File: config.mk
export PLATFORM = sky130hd
export DESIGN_NAME = uart_rx_cfg
export DESIGN_NICKNAME = d
export VERILOG_FILES = /design/src/rtl/uart_pkg.sv /design/src/rtl/uart_baud_tick.sv /design/src/rtl/uart_rx_cfg.sv
export SDC_FILE = /design/constraint.sdc
export NUM_CORES = 1
export LEC_CHECK = 0
export CORE_MARGIN = 10
export CORE_UTILIZATION = 30
export DETAILED_ROUTE_END_ITERATION = 10
export REMOVE_ABC_BUFFERS = 1
export SLEW_MARGIN = 20
export SYNTH_ARGS = -nofsm -noshare
export SYNTH_HDL_FRONTEND = slang
export SYNTH_SLANG_ARGS = --single-unit
File: constraint.sdc
create_clock -name clk -period 2.8 [get_ports clk]
set_input_delay 0.28 -clock clk [delete_from_list [all_inputs] [get_ports clk]]
set_output_delay 0.28 -clock clk [all_outputs]
set_load 0.01 [all_outputs]
File: src/rtl/uart_pkg.sv
// Shared definitions for the configurable UART: FSM states, data-width codes, oversample default.
// Pure declarations; no latency or backpressure of its own.
package uart_pkg;

    typedef enum logic [2:0] {
        IDLE   = 3'd0,
        START  = 3'd1,
        DATA   = 3'd2,
        PARITY = 3'd3,
        STOP   = 3'd4
    } state_t;

    localparam logic [1:0] DBITS_5 = 2'd0;
    localparam logic [1:0] DBITS_6 = 2'd1;
    localparam logic [1:0] DBITS_7 = 2'd2;
    localparam logic [1:0] DBITS_8 = 2'd3;

    localparam int OVS_DEFAULT = 16;

    // Index of the final data bit for a given data_bits code.
    function automatic logic [2:0] last_data_idx(input logic [1:0] code);
        case (code)
            DBITS_5: return 3'd4;
            DBITS_6: return 3'd5;
            DBITS_7: return 3'd6;
            default: return 3'd7;
        endcase
    endfunction

endpackage

File: src/rtl/uart_baud_tick.sv
// Oversample tick generator: one-clock tick every div+1 clocks while enabled, zero latency.
// No backpressure; counter is held at 0 when disabled and restarts synchronously on restart.
module uart_baud_tick #(
    parameter int DIV_W = 16
) (
    input  logic             clk,
    input  logic             rst_n,
    input  logic             en,
    input  logic             restart,
    input  logic [DIV_W-1:0] div,
    output logic             tick
);

    logic [DIV_W-1:0] cnt;

    assign tick = en && (cnt == div);

    always_ff @(posedge clk or negedge rst_n) begin
        if (!rst_n) begin
            cnt <= '0;
        end else if (restart || !en) begin
            cnt <= '0;
        end else if (cnt == div) begin
            cnt <= '0;
        end else begin
            cnt <= cnt + 1'b1;
        end
    end

endmodule

File: src/rtl/uart_rx_cfg.sv
// Configurable UART receiver (5-8 data bits, parity, 1/2 stop); valid one clock after final stop decision.
// No backpressure: each word is presented as a single-cycle valid pulse and held until the next one.
module uart_rx_cfg
    import uart_pkg::*;
#(
    parameter int OVS         = OVS_DEFAULT,
    parameter int DIV_W       = 16,
    parameter int SYNC_STAGES = 2
) (
    input  logic             clk,
    input  logic             rst_n,
    input  logic [DIV_W-1:0] div,
    input  logic [1:0]       data_bits,
    input  logic             parity_en,
    input  logic             parity_odd,
    input  logic             stop2,
    input  logic             rx,
    output logic [7:0]       data_o,
    output logic             valid,
    output logic             parity_err,
    output logic             frame_err,
    output logic             busy
);

    localparam int            SW     = $clog2(OVS);
    localparam logic [SW-1:0] S_A    = SW'(OVS / 2 - 1);
    localparam logic [SW-1:0] S_B    = SW'(OVS / 2);
    localparam logic [SW-1:0] S_C    = SW'(OVS / 2 + 1);
    localparam logic [SW-1:0] S_LAST = SW'(OVS - 1);

    state_t state, state_nxt;

    logic [SYNC_STAGES-1:0] sync_q;
    logic                   rx_s;
    logic                   rx_prev;
    logic                   fall;

    logic [DIV_W-1:0] div_q;
    logic [1:0]       dbits_q;
    logic             par_en_q;
    logic             par_odd_q;
    logic             stop2_q;

    logic             baud_en;
    logic             tick;
    logic             start_edge;
    logic             done;
    logic             at_a, at_b, at_dec, at_last;
    logic             maj;

    logic [SW-1:0]    s_cnt;
    logic [2:0]       bit_idx;
    logic [2:0]       last_idx;
    logic [7:0]       shreg;
    logic             samp_a, samp_b;
    logic             par_acc;
    logic             perr_pend;
    logic             ferr_pend;
    logic             stop_second;

    always_ff @(posedge clk or negedge rst_n) begin
        if (!rst_n) begin
            sync_q  <= '1;
            rx_prev <= 1'b1;
        end else begin
            sync_q  <= {sync_q[SYNC_STAGES-2:0], rx};
            rx_prev <= rx_s;
        end
    end

    assign rx_s = sync_q[SYNC_STAGES-1];
    assign fall = rx_prev & ~rx_s;

    assign baud_en = (state != IDLE);

    uart_baud_tick #(
        .DIV_W(DIV_W)
    ) u_baud_tick (
        .clk     (clk),
        .rst_n   (rst_n),
        .en      (baud_en),
        .restart (start_edge),
        .div     (div_q),
        .tick    (tick)
    );

    assign at_a     = tick && (s_cnt == S_A);
    assign at_b     = tick && (s_cnt == S_B);
    assign at_dec   = tick && (s_cnt == S_C);
    assign at_last  = tick && (s_cnt == S_LAST);
    // Third sample is the live synced value at the decision tick.
    assign maj      = (samp_a & samp_b) | (samp_a & rx_s) | (samp_b & rx_s);
    assign last_idx = last_data_idx(dbits_q);
    assign busy     = (state != IDLE);

    always_ff @(posedge clk or negedge rst_n) begin
        if (!rst_n) begin
            state <= IDLE;
        end else begin
            state <= state_nxt;
        end
    end

    always_comb begin
        state_nxt  = state;
        start_edge = 1'b0;
        done       = 1'b0;
        case (state)
            IDLE: begin
                if (fall) begin
                    state_nxt  = START;
                    start_edge = 1'b1;
                end
            end
            START: begin
                if (at_dec && maj) begin
                    state_nxt = IDLE;
                end else if (at_last) begin
                    state_nxt = DATA;
                end
            end
            DATA: begin
                if (at_last && (bit_idx == last_idx)) begin
                    state_nxt = par_en_q ? PARITY : STOP;
                end
            end
            PARITY: begin
                if (at_last) begin
                    state_nxt = STOP;
                end
            end
            STOP: begin
                // Leave at the final stop decision so a new start edge can follow immediately.
                if (at_dec && (!stop2_q || stop_second)) begin
                    state_nxt = IDLE;
                    done      = 1'b1;
                end
            end
            default: begin
                state_nxt = IDLE;
            end
        endcase
    end

    always_ff @(posedge clk or negedge rst_n) begin
        if (!rst_n) begin
            div_q       <= '0;
            dbits_q     <= DBITS_8;
            par_en_q    <= 1'b0;
            par_odd_q   <= 1'b0;
            stop2_q     <= 1'b0;
            s_cnt       <= '0;
            bit_idx     <= '0;
            shreg       <= '0;
            samp_a      <= 1'b1;
            samp_b      <= 1'b1;
            par_acc     <= 1'b0;
            perr_pend   <= 1'b0;
            ferr_pend   <= 1'b0;
            stop_second <= 1'b0;
            data_o      <= '0;
            valid       <= 1'b0;
            parity_err  <= 1'b0;
            frame_err   <= 1'b0;
        end else begin
            valid <= done;
            if (start_edge) begin
                div_q       <= div;
                dbits_q     <= data_bits;
                par_en_q    <= parity_en;
                par_odd_q   <= parity_odd;
                stop2_q     <= stop2;
                s_cnt       <= '0;
                bit_idx     <= '0;
                shreg       <= '0;
                par_acc     <= 1'b0;
                perr_pend   <= 1'b0;
                ferr_pend   <= 1'b0;
                stop_second <= 1'b0;
            end else if (state == IDLE) begin
                s_cnt <= '0;
            end else if (tick) begin
                s_cnt <= at_last ? '0 : s_cnt + 1'b1;
                if (at_a) begin
                    samp_a <= rx_s;
                end
                if (at_b) begin
                    samp_b <= rx_s;
                end
                if (at_dec) begin
                    case (state)
                        DATA: begin
                            shreg[bit_idx] <= maj;
                            par_acc        <= par_acc ^ maj;
                        end
                        PARITY: begin
                            if (maj != (par_acc ^ par_odd_q)) begin
                                perr_pend <= 1'b1;
                            end
                        end
                        STOP: begin
                            if (!maj) begin
                                ferr_pend <= 1'b1;
                            end
                        end
                        default: begin
                        end
                    endcase
                end
                if (at_last) begin
                    if (state == DATA) begin
                        bit_idx <= bit_idx + 1'b1;
                    end
                    if (state == STOP) begin
                        stop_second <= 1'b1;
                    end
                end
            end
            if (done) begin
                data_o     <= shreg;
                parity_err <= par_en_q & perr_pend;
                frame_err  <= ferr_pend | ~maj;
            end
        end
    end

endmodule

==> results.json <==
{
  "status": "completed",
  "row_count": 40,
  "fin_tns_setup_ns": 0,
  "vdd.ir_drop.worst_v": 0.0002518,
  "power_switching_share": 0.3047,
  "synth_commonest_cells": "nand2_1, dfrtp_1, nor2_1",
  "synth.largest_area_cell": "dfrtp_1",
  "tightest_slew_ns": 0.9450,
  "dp_hpwl_mm": 5.414,
  "grt_pass1_vias": 2678,
  "clk_pin_slew_ns": 0.06,
  "core_um2": 12010,
  "layout.nets": 429,
  "rsz0062_at_grt": "no",
  "drc": 0,
  "min_path_type": "input pin to asynchronous set/reset pin",
  "slew_headroom": 0.3700,
  "setup_violations": 0,
  "die_w_um": 130.7,
  "cts_root_buf": "clkbuf_16",
  "slew_violations": 0,
  "period_needed_ns": 2.325,
  "syn_avg_cell_area_um2": 10.09,
  "firstDrtPassIters": 4,
  "p_int_mw": 2.420,
  "antenna_found_initial": 0,
  "vias": 2642,
  "synth-edff-count": 0,
  "finalClockSkew_ns": 0.009328,
  "required_ns": 3.02,
  "clkPwrFrac": 0.355,
  "cp_max_fo": 9,
  "path_class": "register to register",
  "die-area_um2": 17070,
  "critPathLaunchType": "register",
  "drive_above_1_share": 0.1259,
  "synthArstFlopShare": 1.000,
  "worstPathArrival_ns": 2.54,
  "crit_path_end_kind": "register",
  "synth.top_cell.area_share": 0.4632,
  "max_freq_mhz": 430.1,
  "ys_seq_elements": 75,
  "worstSkewPairLatency_ns": 0.33,
  "dp.cells": 536,
  "grt_max_degree": 76,
  "fp.dieH_um": 130.7,
  "syn_to_final_growth_pct": 21.83,
  "instances_no_fill": 552,
  "cts_tree": "yes",
  "ios": 36,
  "numCtsBuffers": 9,
  "postCtsSetupBuffers": 0,
  "grt_pass1_wl_mm": 13.17,
  "synth_area_um2": 3674,
  "p_leak_nw": 2.028,
  "vias_per_cell": 4.786,
  "clockBufferDepth": 2,
  "netlist_top_cells_area": "dfrtp_1, nand2_1, xor2_1",
  "setup_slack_ns": 0.4750,
  "ant_nets": 0,
  "finalHoldViolCount": 0,
  "diodes": 0,
  "gp_congestion": 0.8530,
  "power_density_nw_per_um2": 777.7,
  "ys.flop_type": "dfrtp_1",
  "maxCapViolCount": 0,
  "synthMostInstantiatedCell": "nand2_1",
  "drt_iter0_markers": 188,
  "synthCells": 364,
  "wl_per_cell_um": 14.23,
  "portBuffers": 35,
  "ctsHtreeMaxLevel": 3,
  "finalPower_mw": 3.481,
  "cts.sinks": 75,
  "wl_mm": 7.855,
  "ys_warn_count": 0,
  "seq_power_share": 0.429,
  "yosysUniqueCellTypes": 45,
  "start_util": 0.3058,
  "period_share": 0.8303,
  "place_ws_ns": 0.4386,
  "cts_resized": 0,
  "holdBufCountCts": 0,
  "power_frac_comb": 0.216,
  "grtUsageTotal": 0.09640,
  "synth_seq_area_share": 0.5133,
  "p_switching_mw": 1.061,
  "grt_remaining_overflow": 0
}
[critical path: stages (launching register included)]
cell      delay (ns)
dfrtp_1         0.45
xor2_1          0.20
nor4_2          0.33
nand4_1         0.16
nand2b_1        0.21
nor3_2          0.27
buf_4           0.24
mux2_2          0.35
[path summary, 6_finish.rpt]
kind                                     from                   to  slack, ns  depth (start not counted)
min in group clk                           rx            sync_q[0]       0.35                          1
setup / recovery           u_baud_tick.cnt[9]            data_o[0]       0.48                          7
setup reg to reg           u_baud_tick.cnt[9]            data_o[0]       0.48                          7
hold / removal                          rst_n            data_o[0]       0.09                          1
max in group asynchronous               rst_n  u_baud_tick.cnt[14]       2.09                          1
hold reg to reg                     sync_q[0]            sync_q[1]       0.36                          0
[placed cells by master (no fill, tap or decap), types with 3 or more instances in the layout]
cell / instances
nand2_1: 77
dfrtp_1: 68
clkdlybuf4s50_1: 34
nor2_1: 29
xor2_1: 22
a21oi_1: 14
xnor2_1: 12
o21ai_0: 12
inv_1: 11
nand3_1: 11
and3_1: 11
mux2_2: 10
clkbuf_16: 9
dfstp_2: 7
nand4_1: 6
or3_1: 5
o21a_1: 5
ha_1: 5
buf_4: 5
nor4_1: 4
nand2b_1: 3
mux2i_1: 3
nor2b_1: 3
a21bo_2: 3
a21boi_0: 3
[final cells by class]
type / count / area [um^2]
clock buffer: 12 / 246.5
multi-input combinational: 263 / 1647
timing repair buffer: 40 / 397.9
fill: 1183 / 7536
sequential: 75 / 1886
tap: 147 / 183.9
clock inverter: 4 / 73.82
inverter: 11 / 41.29
[metrics by stage]
step,instance area (um^2),hold WS [ns],util
global placement,4155,0.3463,0.3459
floorplan,3571,-0.01559,-
CTS,4476,0.1348,0.3726
detailed placement,4155,0.3469,0.3459
global route,4476,0.1781,0.3726
finish,4476,0.09006,0.3726
[registers in the layout, indices dropped and copies added (netlist names)]
name and flops:
bit_idx 3, data_o 8, dbits_q 2, div_q 16
ferr_pend 1, frame_err 1, par_acc 1, par_en_q 1
par_odd_q 1, parity_err 1, perr_pend 1, rx_prev 1
s_cnt 4, samp_a 1, samp_b 1, shreg 8
state 3, stop2_q 1, stop_second 1, sync_q 2
u_baud_tick.cnt 16, valid 1
[kinds of logic after synthesis]
| kind of cell | Yosys count | share of synthesized area |
|---|---|---|
| simple gates | 164 | 0.2282 |
| flops | 75 | 0.5133 |
| compound gates | 47 | 0.08243 |
| xor+xnor | 34 | 0.08106 |
| buf+inv | 26 | 0.03917 |
| mux | 13 | 0.03883 |
| fa+ha+maj | 5 | 0.01703 |
[power groups by stage]
stage / clock network, mW / registers [mW] / logic, mW
finish: 1.24 / 1.49 / 0.751
global route: 1.32 / 1.52 / 0.863
CTS: 1.27 / 1.50 / 0.767
detailed placement: 0 / 1.51 / 0.762
global placement: 0 / 1.51 / 0.751
floorplan: 0 / 1.46 / 0.524
[routing by layer]
| layer | track usage | vias up | share of wire |
|---|---|---|---|
| li1 | - | 1300 | - |
| met1 | 0.1156 | 1288 | 0.44 |
| met2 | 0.1618 | 42 | 0.50 |
| met3 | 0.03384 | 12 | 0.043 |
| met4 | 0.02354 | 0 | 0.011 |
| met5 | 0 | - | 0 |
Power figures use the tool's default switching activity.
